[src/rtl/voxel_pkg.sv]
// ---------------------------------------------------------------------------
// voxel_pkg
// Shared definitions for the voxel accumulator and its neighbours:
//   GRID_BITS     index bits per axis
//   VOXEL_DEPTH   number of voxels in the grid (2^(3*GRID_BITS))
//   voxel_word_t  BRAM word layout {isum[15:0], count[15:0]}
//   acc_state_t   accumulator FSM state encoding
//   sat_add16     16-bit add clipped at 0xFFFF
// ---------------------------------------------------------------------------
package voxel_pkg;

  localparam int GRID_BITS   = 5;
  localparam int VOXEL_DEPTH = 1 << (3 * GRID_BITS);

  typedef struct packed {
    logic [15:0] isum;
    logic [15:0] count;
  } voxel_word_t;

  typedef enum logic [1:0] {
    IDLE  = 2'd0,
    READ  = 2'd1,
    WRITE = 2'd2,
    CLEAR = 2'd3
  } acc_state_t;

  function automatic logic [15:0] sat_add16(input logic [15:0] a,
                                            input logic [15:0] b);
    logic [16:0] s;
    s = {1'b0, a} + {1'b0, b};
    return s[16] ? 16'hFFFF : s[15:0];
  endfunction

endpackage

[src/rtl/voxel_accumulator.sv]
// ---------------------------------------------------------------------------
// voxel_accumulator
// Read-modify-write front end of the voxel BRAM. Each accepted point bumps
// the per-voxel count and intensity sum (both saturating at 0xFFFF). A level
// clear request sweeps zeros over the whole grid.
//
// Ports:
//   clk, rst                 clock, synchronous active-high reset
//   pt_valid / pt_ready      point handshake
//   pt_x, pt_y, pt_z, pt_int voxel indices and intensity of the point
//   clear_req / clear_done   grid clear request (level) / completion pulse
//   busy                     high whenever the FSM is not IDLE
//   bram_*                   BRAM port; bram_rdata valid the cycle after
//                            bram_read_en
//
// Optional build macro VOXEL_ACC_STATS_EN adds:
//   pts_accepted  wrapping count of accepted points
//   sat_events    count of saturating writes, sticks at 0xFFFF
//
// state | meaning
// ------+-------------------------------------------------------------
// IDLE  | ready for a point; clear_req takes priority
// READ  | read of the latched voxel address issued
// WRITE | read data present, updated word written back
// CLEAR | one zero write per cycle, address = sweep counter
// ---------------------------------------------------------------------------
module voxel_accumulator #(
  parameter int GRID_BITS = 5,
  parameter int ADDR_W    = 15,
  parameter int INT_W     = 8
) (
  input  logic                 clk,
  input  logic                 rst,
  input  logic                 pt_valid,
  output logic                 pt_ready,
  input  logic [GRID_BITS-1:0] pt_x,
  input  logic [GRID_BITS-1:0] pt_y,
  input  logic [GRID_BITS-1:0] pt_z,
  input  logic [INT_W-1:0]     pt_int,
  input  logic                 clear_req,
  output logic                 clear_done,
  output logic                 busy,
  output logic                 bram_read_en,
  output logic                 bram_write_en,
  output logic [ADDR_W-1:0]    bram_addr,
  output logic [31:0]          bram_wdata,
  input  logic [31:0]          bram_rdata
`ifdef VOXEL_ACC_STATS_EN
  ,
  output logic [31:0]          pts_accepted,
  output logic [15:0]          sat_events
`endif
);

  import voxel_pkg::*;

  // The counter carries one spare bit so the terminal compare never wraps.
  localparam logic [ADDR_W:0] CLR_LAST = {1'b0, {ADDR_W{1'b1}}};

  acc_state_t          state_q, state_d;
  logic [ADDR_W-1:0]   addr_q, addr_d;
  logic [INT_W-1:0]    int_q, int_d;
  logic [ADDR_W:0]     cnt_q, cnt_d;
  logic                done_q, done_d;
  logic                accept;

  voxel_word_t         rd_w;
  voxel_word_t         wr_w;

  assign accept = (state_q == IDLE) && !clear_req && pt_valid;

  always_comb begin
    state_d = state_q;
    addr_d  = addr_q;
    int_d   = int_q;
    cnt_d   = cnt_q;
    done_d  = 1'b0;
    case (state_q)
      IDLE: begin
        if (clear_req) begin
          cnt_d   = '0;
          state_d = CLEAR;
        end else if (pt_valid) begin
          addr_d  = ADDR_W'({pt_z, pt_y, pt_x});
          int_d   = pt_int;
          state_d = READ;
        end
      end
      READ:  state_d = WRITE;
      WRITE: state_d = IDLE;
      CLEAR: begin
        cnt_d = cnt_q + 1'b1;
        if (cnt_q == CLR_LAST) begin
          done_d  = 1'b1;
          state_d = IDLE;
        end
      end
      default: state_d = IDLE;
    endcase
  end

  always_ff @(posedge clk) begin
    if (rst) begin
      state_q <= IDLE;
      addr_q  <= '0;
      int_q   <= '0;
      cnt_q   <= '0;
      done_q  <= 1'b0;
    end else begin
      state_q <= state_d;
      addr_q  <= addr_d;
      int_q   <= int_d;
      cnt_q   <= cnt_d;
      done_q  <= done_d;
    end
  end

  // Updated voxel word; only meaningful in WRITE, where bram_rdata is valid.
  always_comb begin
    rd_w       = voxel_word_t'(bram_rdata);
    wr_w.count = sat_add16(rd_w.count, 16'd1);
    wr_w.isum  = sat_add16(rd_w.isum, 16'(int_q));
  end

  // Outputs are forced to their idle values while rst is high, so a reset
  // landing in WRITE or CLEAR suppresses that cycle's BRAM write too.
  assign pt_ready      = !rst && (state_q == IDLE) && !clear_req;
  assign busy          = !rst && (state_q != IDLE);
  assign bram_read_en  = !rst && (state_q == READ);
  assign bram_write_en = !rst && ((state_q == WRITE) || (state_q == CLEAR));
  assign clear_done    = !rst && done_q;

  always_comb begin
    bram_addr  = '0;
    bram_wdata = '0;
    if (!rst) begin
      case (state_q)
        READ:  bram_addr = addr_q;
        WRITE: begin
          bram_addr  = addr_q;
          bram_wdata = wr_w;
        end
        CLEAR: bram_addr = cnt_q[ADDR_W-1:0];
        default: bram_addr = '0;
      endcase
    end
  end

`ifdef VOXEL_ACC_STATS_EN
  logic [31:0] pts_q;
  logic [15:0] sat_q;
  logic        sat_hit;

  assign sat_hit = (rd_w.count == 16'hFFFF) ||
                   (({1'b0, rd_w.isum} + 17'(int_q)) > 17'h0FFFF);

  always_ff @(posedge clk) begin
    if (rst) begin
      pts_q <= '0;
      sat_q <= '0;
    end else begin
      if (accept)
        pts_q <= pts_q + 32'd1;
      if ((state_q == WRITE) && sat_hit && (sat_q != 16'hFFFF))
        sat_q <= sat_q + 16'd1;
    end
  end

  assign pts_accepted = pts_q;
  assign sat_events   = sat_q;
`endif

endmodule

[config.mk]
export PLATFORM = sky130hd
export DESIGN_NAME = voxel_accumulator
export DESIGN_NICKNAME = d
export VERILOG_FILES = /design/src/rtl/voxel_pkg.sv /design/src/rtl/voxel_accumulator.sv
export SDC_FILE = /design/constraint.sdc
export NUM_CORES = 1
export LEC_CHECK = 0
export BUFFER_PORTS_ARGS = -buffer_cell sky130_fd_sc_hd__buf_2
export CORE_MARGIN = 2
export CORE_UTILIZATION = 45
export CTS_CLUSTER_DIAMETER = 120
export DETAILED_ROUTE_END_ITERATION = 12
export GPL_TIMING_DRIVEN = 0
export HOLD_SLACK_MARGIN = 0.08
export PLACE_DENSITY_LB_ADDON = 0.3
export SLEW_MARGIN = 30
export SYNTH_ARGS = -nofsm -noshare
export SYNTH_HDL_FRONTEND = slang
export SYNTH_SLANG_ARGS = --single-unit
[constraint.sdc]
create_clock -name clk -period 2.95 [get_ports clk]
set_input_delay 0.59 -clock clk [delete_from_list [all_inputs] [get_ports clk]]
set_output_delay 0.59 -clock clk [all_outputs]
set_load 0.005 [all_outputs]
# Yosys cells after proc, flatten, opt, wreduce, memory -nomap -nowiden
# Cells that the tools add are included.
[totals] reg_bits=42 inputBits=59 output_inout_bits=52 elab_cells=47
[classes] n_addsub=3 eq_ne=7 muxes=13 bitwise_logic=2 reduce_logical=17
[op_table] operator="$mux W32" count=2
[op_table] operator="$mux W16" count=3
[op_table] operator="$pmux W16 S2" count=1
[op_table] operator="$pmux W15 S2" count=1
[op_table] operator="$add A16 B1 Y17 const B" count=1
[op_table] operator="$add A16 B8 Y17" count=1
[op_table] operator="$add A16 B1 Y16 const B" count=1
[op_table] operator="$eq A16 B15 Y1 const B" count=1
[op_table] operator="$mux W15" count=1
[op_table] operator="$pmux W2 S4" count=1
[op_table] operator="$logic_and A1 B1 Y1" count=6
[op_table] operator="$mux W2" count=3
[op_table] operator="$eq A2 B2 Y1 const B" count=2
[op_table] operator="$ne A2 B2 Y1 const B" count=2
[op_table] operator="$reduce_and A2 Y1" count=2
[op_table] operator="$reduce_bool A2 Y1" count=2
[op_table] operator="$reduce_or A2 Y1" count=2
[op_table] operator="$ne A3 B3 Y1 const B" count=1
[op_table] operator="$reduce_and A3 Y1" count=1
[op_table] operator="$eq A2 B1 Y1 const B" count=1
[op_table] operator="$logic_not A1 Y1" count=2
[op_table] operator="$logic_not A2 Y1" count=1
[op_table] operator="$not A1 Y1" count=2
[op_table] operator="$logic_or A1 B1 Y1" count=1
[op_table] operator="$mux W1" count=1

# Longest topological paths before layout
# Gate-level depths: netlist (run 1).
[depth] depth_word=4 depth_mapped=8 depth_no_buf=7

# Worst setup path before layout (run 1)
# OpenSTA, ideal clock, no wires.
[synth_timing] kind="input to output" startpoint="input bram_rdata[20]" endpoint="output bram_wdata[27]" arrival_ns=2.232 t_required_ns=2.360 slack_ns=0.128 stages=6 path_buffers=0 path_cell_list="ha_1 -> o211ai_1 -> o211a_1 -> or4_4 -> and4_1 -> nor3_2"
[synth_via] elab_chain_len=4
[synth_lines] element="start: declaration" line="voxel_accumulator.sv:47" text="input logic [31:0] bram_rdata"
[synth_lines] element="$add A16 B8 Y17" line="voxel_pkg.sv:30" text="s = {1'b0, a} + {1'b0, b};"
[synth_lines] element="$mux W16" line="voxel_pkg.sv:31" text="return s[16] ? 16'hFFFF : s[15:0];"
[synth_lines] element="$mux W32" line="voxel_accumulator.sv:137" text="case (state_q)"
[synth_lines] element="$mux W32" line="voxel_accumulator.sv:136" text="if (!rst) begin"
[synth_lines] element="end: declaration" line="voxel_accumulator.sv:46" text="output logic [31:0] bram_wdata,"
# No other way between the ends.

# Final worst setup path (run 1)
[layout_timing] startpoint="input bram_rdata[20]" endpoint="output bram_wdata[20]"
# The elaborated chain is that of the path after synthesis.

==> metrics.txt, run 1 <==
outcome=finished, violations left; violated checks=setup timing; via count=3275; power per cell area=374 mW/mm^2; Die Width=84.2 microns; Die H=84.2 microns; Seq/Total Area, Yosys=29.1%; min-delay worst type=flip-flop to flip-flop; num ports=111; final wirelength=8.07 mm; fin util=61.3%; fin crit share=100%; storage element area=842 sq um; clock slew at reported path FFs=0.08 ns; Slew Limit Fails=0; Req. time, crit path=2.36 ns; slew margin rel.=57.7%; worst skew pair latency=0.29 ns; Worst-Margin Slew=0.617 ns; multi-input logic area=0.00207 sq mm; pin count of the biggest net entering global routing=14; Max Freq=338 MHz; leakage power=0.00163 uW; Mapped Cells=397; Hold Worst Slack=0.461 ns; cell taking the most area after synthesis=dfxtp_1; post-route cell area=0.00385 sq mm; dominant synthesized flop cell=dfxtp_1; Ys Warns=0; synthesized cell area=0.00289 sq mm; synthesis-stage register bit count=42; ratio of cells with drive above 1 in the final layout=28.7%; Setup Skew=0.00565 ns; CP startpoint kind=primary input; CORE AREA=0.00628 sq mm; Area contributors post-synth=dfxtp_1 (29%), a21oi_1 (10%), nand2_1 (7.8%); setup TNS=-0.0201 ns; I/O Buffers=109; CP endpoint kind=primary output; # DRC=0; GRT Resource Usage Total=22.0%; first-pass GRT wire length=13.2 mm; Post-Syn Nets=471; Syn-to-layout area delta=33.0%; RSZ-0062 raised after global routing=true; PnR worst setup slack=-0.0122 ns; endpoints failing hold=0; Finish-stage setup viols=2; die area=0.00709 sq mm; vias per std cell=5.47; kind of critical path=primary input to primary output; post-route ant nets=0; fill cell count=597; drt first pass iters=4; WP data arrival=2.37 ns; GP Congestion=0.819; Unique masters post-synth=44; most frequent cells in the layout=buf_2 (107), nand2_1 (60), a21oi_1 (59), nor2_1 (43), dfxtp_1 (41); vias in the first global route=2914; GR Overflow Total=0; Initial Util=46.1%; top cell type's share of synthesized area=29.1%; # nets final=595; CTS Root Cell=clkbuf_8; number of max-cap violations=0; commonest non-fill, non-tap cell in the layout=buf_2; n_diodes=0; Wirelength per Cell=13.5 microns; site row count=29; HPWL after DPL=6.02 mm; EDFF count, synth=0; dpl cell area=0.00353 sq mm; 1st-iter DRT viols=229; initial antenna violation count=0; Hold Buf Count CTS=0; maximum vdd drop=0.000366 V; crit path time final=2.96 ns; Clock Path Buffers=2; average size of a mapped cell=7.29 sq um; H-tree levels=2; CTS tree=yes; fraction of registers with async set or reset after synthesis=0%; clk sink count=42; CTS Buf Count=5; maximum fanout along the worst path=10
-- path summary, 6_finish.rpt --
kind / startpoint / end / slack [ns] / cells past startpoint
max: bram_rdata[20] / bram_wdata[20] / -0.01 / 8
min: addr_q[12] / addr_q[12] / 0.46 / 2
max reg2reg: state_q[0] / cnt_q[15] / 0.82 / 7
min reg2reg: addr_q[12] / addr_q[12] / 0.46 / 2
-- synth_stat cells, types with 2 or more instances --
master     n
a21oi_1   60
nand2_1   60
nor2_1    44
dfxtp_1   42
clkbuf_1  19
xor2_1    17
a22oi_1   16
nand3_1   15
ha_1      14
o21ai_0   11
xnor2_1   10
inv_1      9
and3_1     6
nand4_1    6
or3_1      6
a211oi_1   5
and4_1     5
a21o_1     4
a311oi_1   4
a31oi_1    4
mux2i_1    4
nand2b_1   4
nor3_1     4
and2_1     3
or2_2      3
nor2b_1    2
nor3b_1    2
o211ai_1   2
-- flip-flops by register name (all words and copies together), names as in the netlist --
signal and cells:
addr_q 15, cnt_q 16, done_q 1, int_q 8, state_q 2
-- kinds of logic (layout without fill, tap and decap cells) --
| logic type | count (synthesis) | after routing | share of synthesized area, % |
|---|---|---|---|
| AO/OA/AOI/OAI | 113 | 113 | 23.5 |
| XOR/XNOR | 27 | 27 | 8.17 |
| adder cells (fa/ha/maj) | 15 | 15 | 6.75 |
| buffers and inverters | 30 | 155 | 3.94 |
| flip-flops | 42 | 42 | 29.1 |
| multiplexers | 4 | 4 | 1.38 |
| AND/OR/NAND/NOR | 166 | 166 | 27.2 |
-- what timing repair did --
action / 4_1_cts / 5_1_grt
pin swaps: 6 / 13
endpoints found under the setup margin: 16 / 16
setup buffers: 4 / 4
resized for setup: 17 / 11
-- critical path, stage by stage --
cell and delay, ns:
buf_6 0.10, ha_4 0.29, o211ai_1 0.11, o211a_1 0.28, or4_4 0.55, buf_6 0.16, a21oi_1 0.15, buf_2 0.14
-- layer usage --
| layer | vias up | GRT usage [%] | share of wire (%) |
|---|---|---|---|
| met5 | - | 0 | 0 |
| met4 | 0 | 4.11 | 0.94 |
| met3 | 8 | 3.64 | 5.3 |
| met2 | 103 | 35.4 | 47 |
| met1 | 1505 | 31.4 | 47 |
| li1 | 1659 | - | - |
-- final cells by class --
type / count / share of cell area [%]
plain buffers: 21 / 2.28
clock buffers: 6 / 2.15
clock inverters: 2 / 0.325
inverters: 9 / 0.878
multi-input cells: 325 / 53.9
flip-flops and latches: 42 / 21.9
well taps: 77 / 2.50
repair buffers: 117 / 16.1
-- power by group --
part / switching, uW / internal, uW
logic: 249 / 179
clock network: 207 / 188
registers: 21.8 / 592
-- stage by stage --
| stage | total power (uW) | cells | worst slack [ns] |
|---|---|---|---|
| after floorplan | 864 | 397 | 0.128 |
| after CTS | 1420 | 595 | 0.0132 |
| after detailed placement | 1010 | 583 | -0.244 |
| final | 1440 | 599 | -0.0122 |
| after global routing | 1520 | 599 | -0.0428 |
| after global placement | 997 | 583 | -0.207 |
Power figures use the tool's default switching activity.
==> run 2, diff against run 1 <==
SKIP_LAST_GASP = 1   (was unset)
==> run 2 against run 1 <==
  * The flow still finishes with violations (setup timing)
  * Count of clock-buffer cells in the layout stayed put
  * Wire length is 0.30% lower
  * Critical path depth stayed put
  * Total power is 0.11% lower
  * Combinational power hardly changed
  * Fmax hardly changed
==> metrics.txt, run 2 (synthesis results as in run 1) <==
n_diodes=0 (unchanged); CP max-delay cell=or4_4; Clock Path Buffers=2 (unchanged); worst skew pair latency=0.30 ns (about the same); fin crit share=100% (about the same); first-pass GRT wire length=13.2 mm (unchanged); slew margin rel.=56.1% (-1.5 points); HPWL after DPL=6.02 mm (unchanged); Req. time, crit path=2.36 ns (about the same); total power=1440 uW (-0.11%); Die H=84.2 microns (unchanged); GP Congestion=0.819 (unchanged); site row count=29 (unchanged); Largest regs=cnt_q (16), addr_q (15), int_q (8); Die Width=84.2 microns (unchanged); min-delay worst type=flip-flop to flip-flop; reg2reg end=cnt_q[15]; final wirelength=8.05 mm (-0.30%); CP startpoint kind=primary input; 1st-iter DRT viols=239 (+4.4%); Hold Buf Count CTS=0 (unchanged); pin count of the biggest net entering global routing=14 (unchanged); reg2reg setup slack=0.81 ns (about the same); maximum fanout along the worst path=10 (unchanged); clock slew at reported path FFs=0.08 ns (about the same); leakage power=0.00163 uW (about the same); R2R Path Start=state_q[1]; vias per std cell=5.48 (+0.15%); CTS Buf Count=5 (unchanged); CTS tree=yes; CTS Root Cell=clkbuf_8; die area=0.00709 sq mm (unchanged); drt first pass iters=7 (+3); max reg flops=16 (unchanged); Syn-to-layout area delta=32.5%; Wirelength per Cell=13.4 microns (-0.30%); CP cell instances=buf_6 > ha_4 > o211ai_1 > o211a_1 > or4_4 > buf_6 > a21oi_1 > buf_2; via count=3280 (+0.15%); Reg2Reg Depth=7 (unchanged); initial antenna violation count=0 (unchanged); maximum vdd drop=0.000366 V (about the same); kind of critical path=primary input to primary output; CP peak stage delay=0.55 ns (about the same); PnR worst setup slack=-0.0128 ns (-0.000558 ns); commonest non-fill, non-tap cell in the layout=buf_2; most frequent CP cell=buf_6; crit path time final=2.96 ns (+0.000558 ns); Finish-stage setup viols=3 (+1); num ports=111 (unchanged); violated checks=setup timing; Initial Util=46.1% (unchanged); CORE AREA=0.00628 sq mm (unchanged); power per cell area=375 mW/mm^2 (+0.25%); H-tree levels=2 (unchanged); Max Freq=338 MHz (about the same); # DRC=0 (unchanged); worst setup path startpoint=bram_rdata[20]; post-route cell area=0.00383 sq mm (-0.36%); Setup Skew=0.00437 ns (-0.00128 ns); I/O Buffers=109 (unchanged); fin util=61.1% (-0.22 points); Slew Limit Fails=0 (unchanged); GR Overflow Total=0 (unchanged); WP data arrival=2.37 ns (about the same); dpl cell area=0.00353 sq mm (unchanged); outcome=finished, violations left; CP endpoint=bram_wdata[23]; number of max-cap violations=0 (unchanged); Worst-Margin Slew=0.640 ns (+0.0222 ns); # nets final=595 (unchanged); vias in the first global route=2914 (unchanged); most frequent cells in the layout=buf_2 (107), nand2_1 (60), a21oi_1 (59), nor2_1 (43), dfxtp_1 (41); Largest Register=cnt_q; GRT Resource Usage Total=22.0% (unchanged); clk sink count=42 (unchanged); post-route ant nets=0 (unchanged); ratio of cells with drive above 1 in the final layout=28.5% (-0.19 points); endpoints failing hold=0 (unchanged); CP endpoint kind=primary output; fill cell count=600 (+0.50%); RSZ-0062 raised after global routing=true
==> run 2: changes by cell type in the layout (fill, tap and decap cells not counted) <==
cell | before | now
a21oi_2 | 0 | 1
a21oi_4 | 1 | 0
a31oi_1 | 3 | 4
a31oi_2 | 1 | 0
==> run 2: final cells by class <==
class                           count  area (sq um)  share of cell area (%)
Buffer                             21          87.6                    2.29
Inverter                            9          33.8                   0.881
Multi-Input combinational cell    325          2060                    53.7
Clock inverter                      2          12.5                   0.326
Tap cell                           77          96.3                    2.51
Sequential cell                    42           842                    22.0
Clock buffer                        6          82.6                    2.15
Timing Repair Buffer              117           618                    16.1
==> run 2: through the flow <==
step | TNS [ns] | hold slack, ns | setup WS (ns) | instances
global route | -0.379 | 0.483 | -0.0428 | 599
global placement | -2.42 | 0.443 | -0.207 | 583
CTS | 0 | 0.461 | 0.0132 | 595
finish | -0.0262 | 0.463 | -0.0128 | 599
floorplan | 0 | 0.436 | 0.128 | 397
detailed placement | -3.02 | 0.450 | -0.244 | 583
==> run 2: critical path: cells and delay by family <==
kind / cells / cell delay, ns
compound gates: 3 / 0.54
simple gates: 1 / 0.55
buf+inv: 3 / 0.40
fa+ha+maj: 1 / 0.29
==> run 2: worst min path at each step <==
| stage | startpoint | endpoint | slack (ns) | cells after the start |
|---|---|---|---|---|
| final | addr_q[14] | addr_q[14] | 0.46 | 2 |
| after global routing | addr_q[1] | addr_q[1] | 0.48 | 2 |
| after CTS | addr_q[3] | addr_q[3] | 0.46 | 2 |
| after detailed placement | addr_q[3] | addr_q[3] | 0.45 | 2 |
| after global placement | addr_q[14] | addr_q[14] | 0.44 | 2 |
| after floorplan | addr_q[0] | addr_q[0] | 0.44 | 2 |
==> run 2: power by group <==
group	total [uW]	switching [uW]	internal [uW]
Sequential	614	22.0	592
Combinational	426	247	179
Clock	396	207	188
==> run 2: per-layer routing <==
metal	wire [microns]	track usage, %
met5	0	0
met4	80	4.11
met3	442	3.64
met2	3760	35.4
met1	3770	31.4
==> run 2: what timing repair did <==
action | 4_1_cts | 5_1_grt
endpoints found under the setup margin | 16 | 16
cloned | 0 | 0
setup buffers | 4 | 4
gates resized for setup | 17 | 9
pin swaps | 6 | 13
